==> src/rtl/imm_encoder_pkg.sv <==
// imm_encoder_pkg: instruction-type and error-code constants shared by the immediate encoder.
// Rev 1.0
`default_nettype none

package imm_encoder_pkg;

    localparam logic [2:0] TYPE_I = 3'b000;
    localparam logic [2:0] TYPE_S = 3'b010;
    localparam logic [2:0] TYPE_B = 3'b011;
    localparam logic [2:0] TYPE_J = 3'b100;
    localparam logic [2:0] TYPE_U = 3'b101;

    localparam logic [1:0] ERR_NONE  = 2'b00;
    localparam logic [1:0] ERR_RANGE = 2'b01;
    localparam logic [1:0] ERR_ALIGN = 2'b10;
    localparam logic [1:0] ERR_TYPE  = 2'b11;

    typedef enum logic [1:0] {
        ST_IDLE  = 2'd0,
        ST_RUN   = 2'd1,
        ST_DRAIN = 2'd2,
        ST_DONE  = 2'd3
    } state_t;

    // True when v[31:lsb] are all equal, i.e. v fits a signed field whose sign bit is lsb.
    function automatic logic sign_run(input logic [31:0] v, input int unsigned lsb);
        logic [31:0] s;
        s = $signed(v) >>> lsb;
        return (s == '0) || (s == '1);
    endfunction

endpackage

`default_nettype wire

==> src/rtl/imm_encoder_pack.sv <==
// imm_pack: places an immediate into the I/S/B/J/U bit positions of a skeleton word and checks it.
// Rev 1.0
`default_nettype none

module imm_pack
    import imm_encoder_pkg::*;
(
    input  logic [2:0]  ins_type,
    input  logic [31:0] imm,
    input  logic [31:0] skeleton,
    output logic [31:0] instr,
    output logic [1:0]  chk_err
);

    logic [31:0] mask;
    logic [31:0] field;

    always_comb begin
        mask    = '0;
        field   = '0;
        chk_err = ERR_NONE;
        case (ins_type)
            TYPE_I: begin
                mask  = 32'hFFF0_0000;
                field = {imm[11:0], 20'b0};
                if (!sign_run(imm, 11)) chk_err = ERR_RANGE;
            end
            TYPE_S: begin
                mask  = 32'hFE00_0F80;
                field = {imm[11:5], 13'b0, imm[4:0], 7'b0};
                if (!sign_run(imm, 11)) chk_err = ERR_RANGE;
            end
            TYPE_B: begin
                mask  = 32'hFE00_0F80;
                field = {imm[12], imm[10:5], 13'b0, imm[4:1], imm[11], 7'b0};
                if (imm[0])                  chk_err = ERR_ALIGN;
                else if (!sign_run(imm, 12)) chk_err = ERR_RANGE;
            end
            TYPE_J: begin
                mask  = 32'hFFFF_F000;
                field = {imm[20], imm[10:1], imm[11], imm[19:12], 12'b0};
                if (imm[0])                  chk_err = ERR_ALIGN;
                else if (!sign_run(imm, 20)) chk_err = ERR_RANGE;
            end
            TYPE_U: begin
                mask  = 32'hFFFF_F000;
                field = {imm[31:12], 12'b0};
                if (imm[11:0] != 12'd0) chk_err = ERR_RANGE;
            end
            default: chk_err = ERR_TYPE;
        endcase
        instr = (skeleton & ~mask) | field;
    end

endmodule

`default_nettype wire

==> src/rtl/imm_encoder.sv <==
// imm_encoder: encodes a burst of immediates into instruction words and streams them to memory.
// Rev 1.0
`default_nettype none

module imm_encoder
    import imm_encoder_pkg::*;
#(
    parameter int ADDR_W = 10,
    parameter int CNT_W  = 8
) (
    input  logic              clk,
    input  logic              reset,
    input  logic              start,
    input  logic [ADDR_W-1:0] start_addr,
    input  logic [CNT_W-1:0]  word_count,
    input  logic              in_valid,
    output logic              in_ready,
    input  logic [2:0]        ins_type,
    input  logic [31:0]       imm,
    input  logic [31:0]       skeleton,
    output logic              wr_valid,
    input  logic              wr_ready,
    output logic [ADDR_W-1:0] wr_addr,
    output logic [31:0]       wr_data,
    output logic              busy,
    output logic              done,
    output logic              err,
    output logic [1:0]        err_code,
    output logic [CNT_W-1:0]  err_index
);

    state_t            state;
    state_t            state_nxt;
    logic [ADDR_W-1:0] addr;
    logic [CNT_W-1:0]  total;
    logic [CNT_W-1:0]  accepted;
    logic [31:0]       instr;
    logic [1:0]        chk_err;
    logic              accept;
    logic              last;

    imm_pack u_pack (
        .ins_type (ins_type),
        .imm      (imm),
        .skeleton (skeleton),
        .instr    (instr),
        .chk_err  (chk_err)
    );

    assign accept = in_valid && in_ready;
    assign last   = (accepted + CNT_W'(1)) == total;

    always_ff @(posedge clk or negedge reset) begin
        if (!reset) state <= ST_IDLE;
        else        state <= state_nxt;
    end

    always_comb begin
        state_nxt = state;
        in_ready  = 1'b0;
        busy      = 1'b0;
        done      = 1'b0;
        case (state)
            ST_IDLE: begin
                if (start) state_nxt = (word_count == '0) ? ST_DONE : ST_RUN;
            end
            ST_RUN: begin
                busy     = 1'b1;
                in_ready = !wr_valid || wr_ready;
                if (in_valid && in_ready && (chk_err != ERR_NONE || last))
                    state_nxt = ST_DRAIN;
            end
            ST_DRAIN: begin
                busy = 1'b1;
                if (!wr_valid || wr_ready) state_nxt = ST_DONE;
            end
            ST_DONE: begin
                done      = 1'b1;
                state_nxt = ST_IDLE;
            end
            default: state_nxt = ST_IDLE;
        endcase
    end

    always_ff @(posedge clk or negedge reset) begin
        if (!reset) begin
            addr      <= '0;
            total     <= '0;
            accepted  <= '0;
            wr_valid  <= 1'b0;
            wr_addr   <= '0;
            wr_data   <= '0;
            err       <= 1'b0;
            err_code  <= ERR_NONE;
            err_index <= '0;
        end else begin
            if (state == ST_IDLE && start) begin
                addr      <= start_addr & ~ADDR_W'(3);
                total     <= word_count;
                accepted  <= '0;
                err       <= 1'b0;
                err_code  <= ERR_NONE;
                err_index <= '0;
            end
            if (wr_valid && wr_ready) wr_valid <= 1'b0;
            // A bad entry is consumed but never reaches the output register.
            if (accept) begin
                accepted <= accepted + CNT_W'(1);
                if (chk_err == ERR_NONE) begin
                    wr_valid <= 1'b1;
                    wr_data  <= instr;
                    wr_addr  <= addr;
                    addr     <= addr + ADDR_W'(4);
                end else begin
                    err       <= 1'b1;
                    err_code  <= chk_err;
                    err_index <= accepted;
                end
            end
        end
    end

endmodule

`default_nettype wire

==> config.mk <==
export PLATFORM = sky130hd
export DESIGN_NAME = imm_encoder
export DESIGN_NICKNAME = d
export VERILOG_FILES = /design/src/rtl/imm_encoder_pkg.sv /design/src/rtl/imm_encoder_pack.sv /design/src/rtl/imm_encoder.sv
export SDC_FILE = /design/constraint.sdc
export NUM_CORES = 1
export LEC_CHECK = 0
export BUFFER_PORTS_ARGS = -buffer_cell sky130_fd_sc_hd__buf_2
export CAP_MARGIN = 20
export CORE_ASPECT_RATIO = 1.25
export CORE_MARGIN = 1.5
export CORE_UTILIZATION = 55
export DETAILED_ROUTE_END_ITERATION = 12
export GPL_ROUTABILITY_DRIVEN = 1
export PLACE_DENSITY = 0.95
export SKIP_CTS_REPAIR_TIMING = 1
export SLEW_MARGIN = 20
export SYNTH_ARGS = -nofsm -noshare
export SYNTH_HDL_FRONTEND = slang
export SYNTH_HIERARCHICAL = 1
export SYNTH_SLANG_ARGS = --single-unit
==> constraint.sdc <==
create_clock -name clk -period 4.8 [get_ports clk]
set_clock_uncertainty 0.2 [all_clocks]
set_input_delay 0.48 -clock clk [delete_from_list [all_inputs] [get_ports clk]]
set_output_delay 0.48 -clock clk [all_outputs]
set_load 0.005 [all_outputs]
==> flow_summary_export.csv <==
group,metric,value,unit
finish,nFillCells,610,
die,core-area,0.00788,mm^2
finish,diodes,0,
synth,synth_edf_count,0,
sta,drv_slew,0,
die,ios,147,
critical_path,regToRegStartpoint,"state[1]$_DFFE_PN0P_",
synth,ys.flop_type,"dfrtp_1",
power_and_ir_drop,p_total,2.69,mW
power_and_ir_drop,leakage,2.81,nW
critical_path,crit_path_start,"imm[27]",
finish,fin_nets,782,
die,die_w,84.3,um
place,io_buffers,144,
synth,syn_inst,555,
critical_path,critPathKind,"in -> reg",
sta,post-route-min-period,3370,ps
clock_network,htree_levels,3,
critical_path,max_stage_delay,580,ps
power_and_ir_drop,netSwitchingPower,1.02,mW
sta,max-slew-margin-rel,33.8,%
place,place_congestion,0.929,
status,violations,"hold timing",
power_and_ir_drop,peakVddDrop,0.350,mV
die,initial_core_util,57.6,%
die,dieArea,0.00882,mm^2
finish,final_area,0.00545,mm^2
sta,hold_violations,82,
clock_network,cts-buffers-inserted,9,
sta,period_share,70.2,%
place,placed_area,0.00525,mm^2
synth,synth_nets,655,
sta,setup-tns-final,0,ps
sta,hold-worst-slack,-44.2,ps
synth,async_reset_ff_share,100,%
critical_path,crit_chain,"buf_2 > nor4_1 > nand3_1 > o311ai_0 > nand3_1 > nor2_1 > nand4_1 > and2_1 > a21oi_1 > o221a_2",
grt,grt_pass1_vias,4431,
critical_path,required,4900,ps
synth,seq_area_frac_synth,45.2,%
drt,wirelength,12200,um
grt,grt_start_max_net_pins,83,
drt,first_iter_violations,337,
sta,tightest_slew,989,ps
synth,synth.distinct_cells,55,
status,status,"finished, violations left",
clock_network,clk_pin_slew,80,ps
power_and_ir_drop,internal-power,1.66,mW
synth,ys_warn_count,6,
drt,wl_per_cell,15.6,um
critical_path,cpMostUsedCell,"nand3_1",
grt,grt_first_pass_wirelength,20400,um
critical_path,cp_slowest_cell,"nand4_1",
clock_network,clock_path_buffers,2,
drt,ant_nets,0,
critical_path,path_buf_inv,1,
grt,grt-ovfl-total,0,
power_and_ir_drop,seq_power_share,43.2,%
critical_path,cp-end-kind,"flip-flop",
drt,vias,4559,
hold_path,hold_class,"in -> async",
finish,syn_to_final_growth,20.0,%
die,rows,36,
power_and_ir_drop,powerDensity,493,mW/mm^2
synth,synth_area,0.00454,mm^2
clock_network,clock_sinks,82,
synth,syn_avg_cell_area,8.18,um^2
clock_network,clkLatencyLatePin,360,ps
power_and_ir_drop,swShare,38.1,%
drt,vias_per_cell,5.83,
grt,grt_usage,28.5,%
flow_run,max-cap-violations,0,
critical_path,ff2ff_setup_slack,1930,ps
sta,rsz0062_at_grt,"no",
power_and_ir_drop,pwr-share-clk,18.6,%
grt,antenna_found_initial,0,
critical_path,worst-path-max-fanout,17,
critical_path,critical_path_arrival,3470,ps
critical_path,crit_path_start_kind,"input port",
power_and_ir_drop,pwr-share-comb,38.1,%
clock_network,root_buffer,"clkbuf_8",
finish,drive_gt1_share,26.5,%
sta,fmax,297,MHz
die,die_h,105,um
drt,dr.pass1.iters,5,
clock_network,cts_tree,"yes",
drt,drc_errors,0,
critical_path,crit_family,"simple AND/OR/NAND/NOR gates",
place,dp_hpwl,8960,um
sta,setup_viol,0,
synth,synth-seq-cells,82,
==> cell usage in the layout (no fill, tap or decap), types with 2 or more instances in the layout <==
cell	synthesis	layout
a31oi_1	3	3
nand2b_1	2	2
o21ai_1	3	3
nor2_1	30	30
o2111ai_1	2	2
buf_2	10	143
and2_1	7	7
o221a_2	2	2
clkbuf_8	0	9
nor2b_1	2	2
a22oi_1	10	10
o22ai_1	4	4
dfrtp_1	82	82
inv_1	23	23
nand4_1	9	9
a21oi_1	26	26
a211oi_2	2	2
o21bai_1	2	2
and3_1	2	2
xor2_1	2	2
nand2_1	182	182
ha_1	10	10
nor3_1	6	5
mux2i_1	2	2
o21ai_0	38	38
clkinvlp_4	0	5
nand3_1	21	21
buf_4	8	3
mux2_2	8	8
xnor2_1	7	7
nor4_1	11	11
o31ai_1	4	4
==> cells by family after synthesis <==
logic type	count (synthesis)	synth area share [%]
compound gates	112	16.0
xor+xnor	10	2.09
fa+ha+maj	10	2.75
buf+inv	54	5.43
flops	82	45.2
mux	10	2.42
simple gates	277	26.1
==> sequential cells by signal, summed over array words and instances (netlist names) <==
signal and count:
addr 10, accepted 8, state 2, wr_addr 10
err 1, wr_data 32, err_index 8, err_code 2
wr_valid 1, total 8
==> layout make-up <==
class,instances,area (um^2),share of cell area [%]
Clock inverter,6,67.6,1.24
Tap cell,95,119,2.18
Inverter,23,86.3,1.58
Timing Repair Buffer,147,749,13.8
Sequential cell,82,2050,37.6
Multi-Input combinational cell,419,2250,41.3
Clock buffer,10,128,2.34
==> power groups by stage <==
| stage | clock (mW) | combinational, mW | sequential [mW] |
|---|---|---|---|
| floorplan | 0 | 0.622 | 1.14 |
| global placement | 0 | 0.967 | 1.15 |
| detailed placement | 0 | 1.02 | 1.17 |
| CTS | 0.507 | 1.03 | 1.16 |
| global route | 0.536 | 1.15 | 1.20 |
| finish | 0.500 | 1.03 | 1.16 |
==> cell usage after synthesis (2+ instances only) <==
cell | count | area share [%]
nand2_1 | 182 | 15
o31ai_1 | 4 | 0.66
and2_1 | 7 | 0.96
nand3_1 | 21 | 2.3
a21oi_1 | 26 | 2.9
nor4_1 | 11 | 1.5
buf_2 | 10 | 1.1
and3_1 | 2 | 0.28
a31oi_1 | 3 | 0.41
mux2i_1 | 2 | 0.44
ha_1 | 10 | 2.8
xor2_1 | 2 | 0.39
a211oi_2 | 2 | 0.55
inv_1 | 23 | 1.9
nor2_1 | 30 | 2.5
nor2b_1 | 2 | 0.28
o221a_2 | 2 | 0.50
o21ai_0 | 38 | 4.2
buf_4 | 8 | 1.3
o21ai_1 | 3 | 0.33
o22ai_1 | 4 | 0.55
nand4_1 | 9 | 1.2
nor3_1 | 6 | 0.66
o2111ai_1 | 2 | 0.39
xnor2_1 | 7 | 1.3
mux2_2 | 8 | 2.0
o21bai_1 | 2 | 0.33
a22oi_1 | 10 | 1.7
dfrtp_1 | 82 | 45
clkbuf_1 | 11 | 0.91
nand2b_1 | 2 | 0.28
==> metal layers <==
metal	vias to the layer above	track usage (%)	part of all wire [%]
li1	2139	-	-
met1	2111	33.7	38
met2	264	49.7	52
met3	45	5.61	7.0
met4	0	12.9	3.7
met5	-	0	0
==> path summary, 6_finish.rpt <==
kind | to | cells past startpoint
setup / recovery | addr[5]$_DFF_PN0_ | 10
hold / removal | err_index[1]$_DFF_PN0_ | 1
setup reg to reg | wr_data[22]$_DFFE_PN0P_ | 7
hold reg to reg | wr_addr[4]$_DFFE_PN0P_ | 2
max in group asynchronous | wr_data[26]$_DFFE_PN0P_ | 1
min in group clk | wr_data[0]$_DFFE_PN0P_ | 3
==> metrics by stage <==
step / worst slack (ps) / instances / hold WS [ps] / util (%)
detailed placement: 1160 / 766 / 257 / 66.6
global route: 1070 / 782 / 10.1 / 69.1
finish: 1430 / 782 / -44.2 / 69.1
global placement: 1250 / 766 / 244 / 66.6
CTS: 1530 / 782 / 87.8 / 69.1
floorplan: 2200 / 555 / -15.6 / -
No activity file was read; power rests on OpenSTA's default activity.
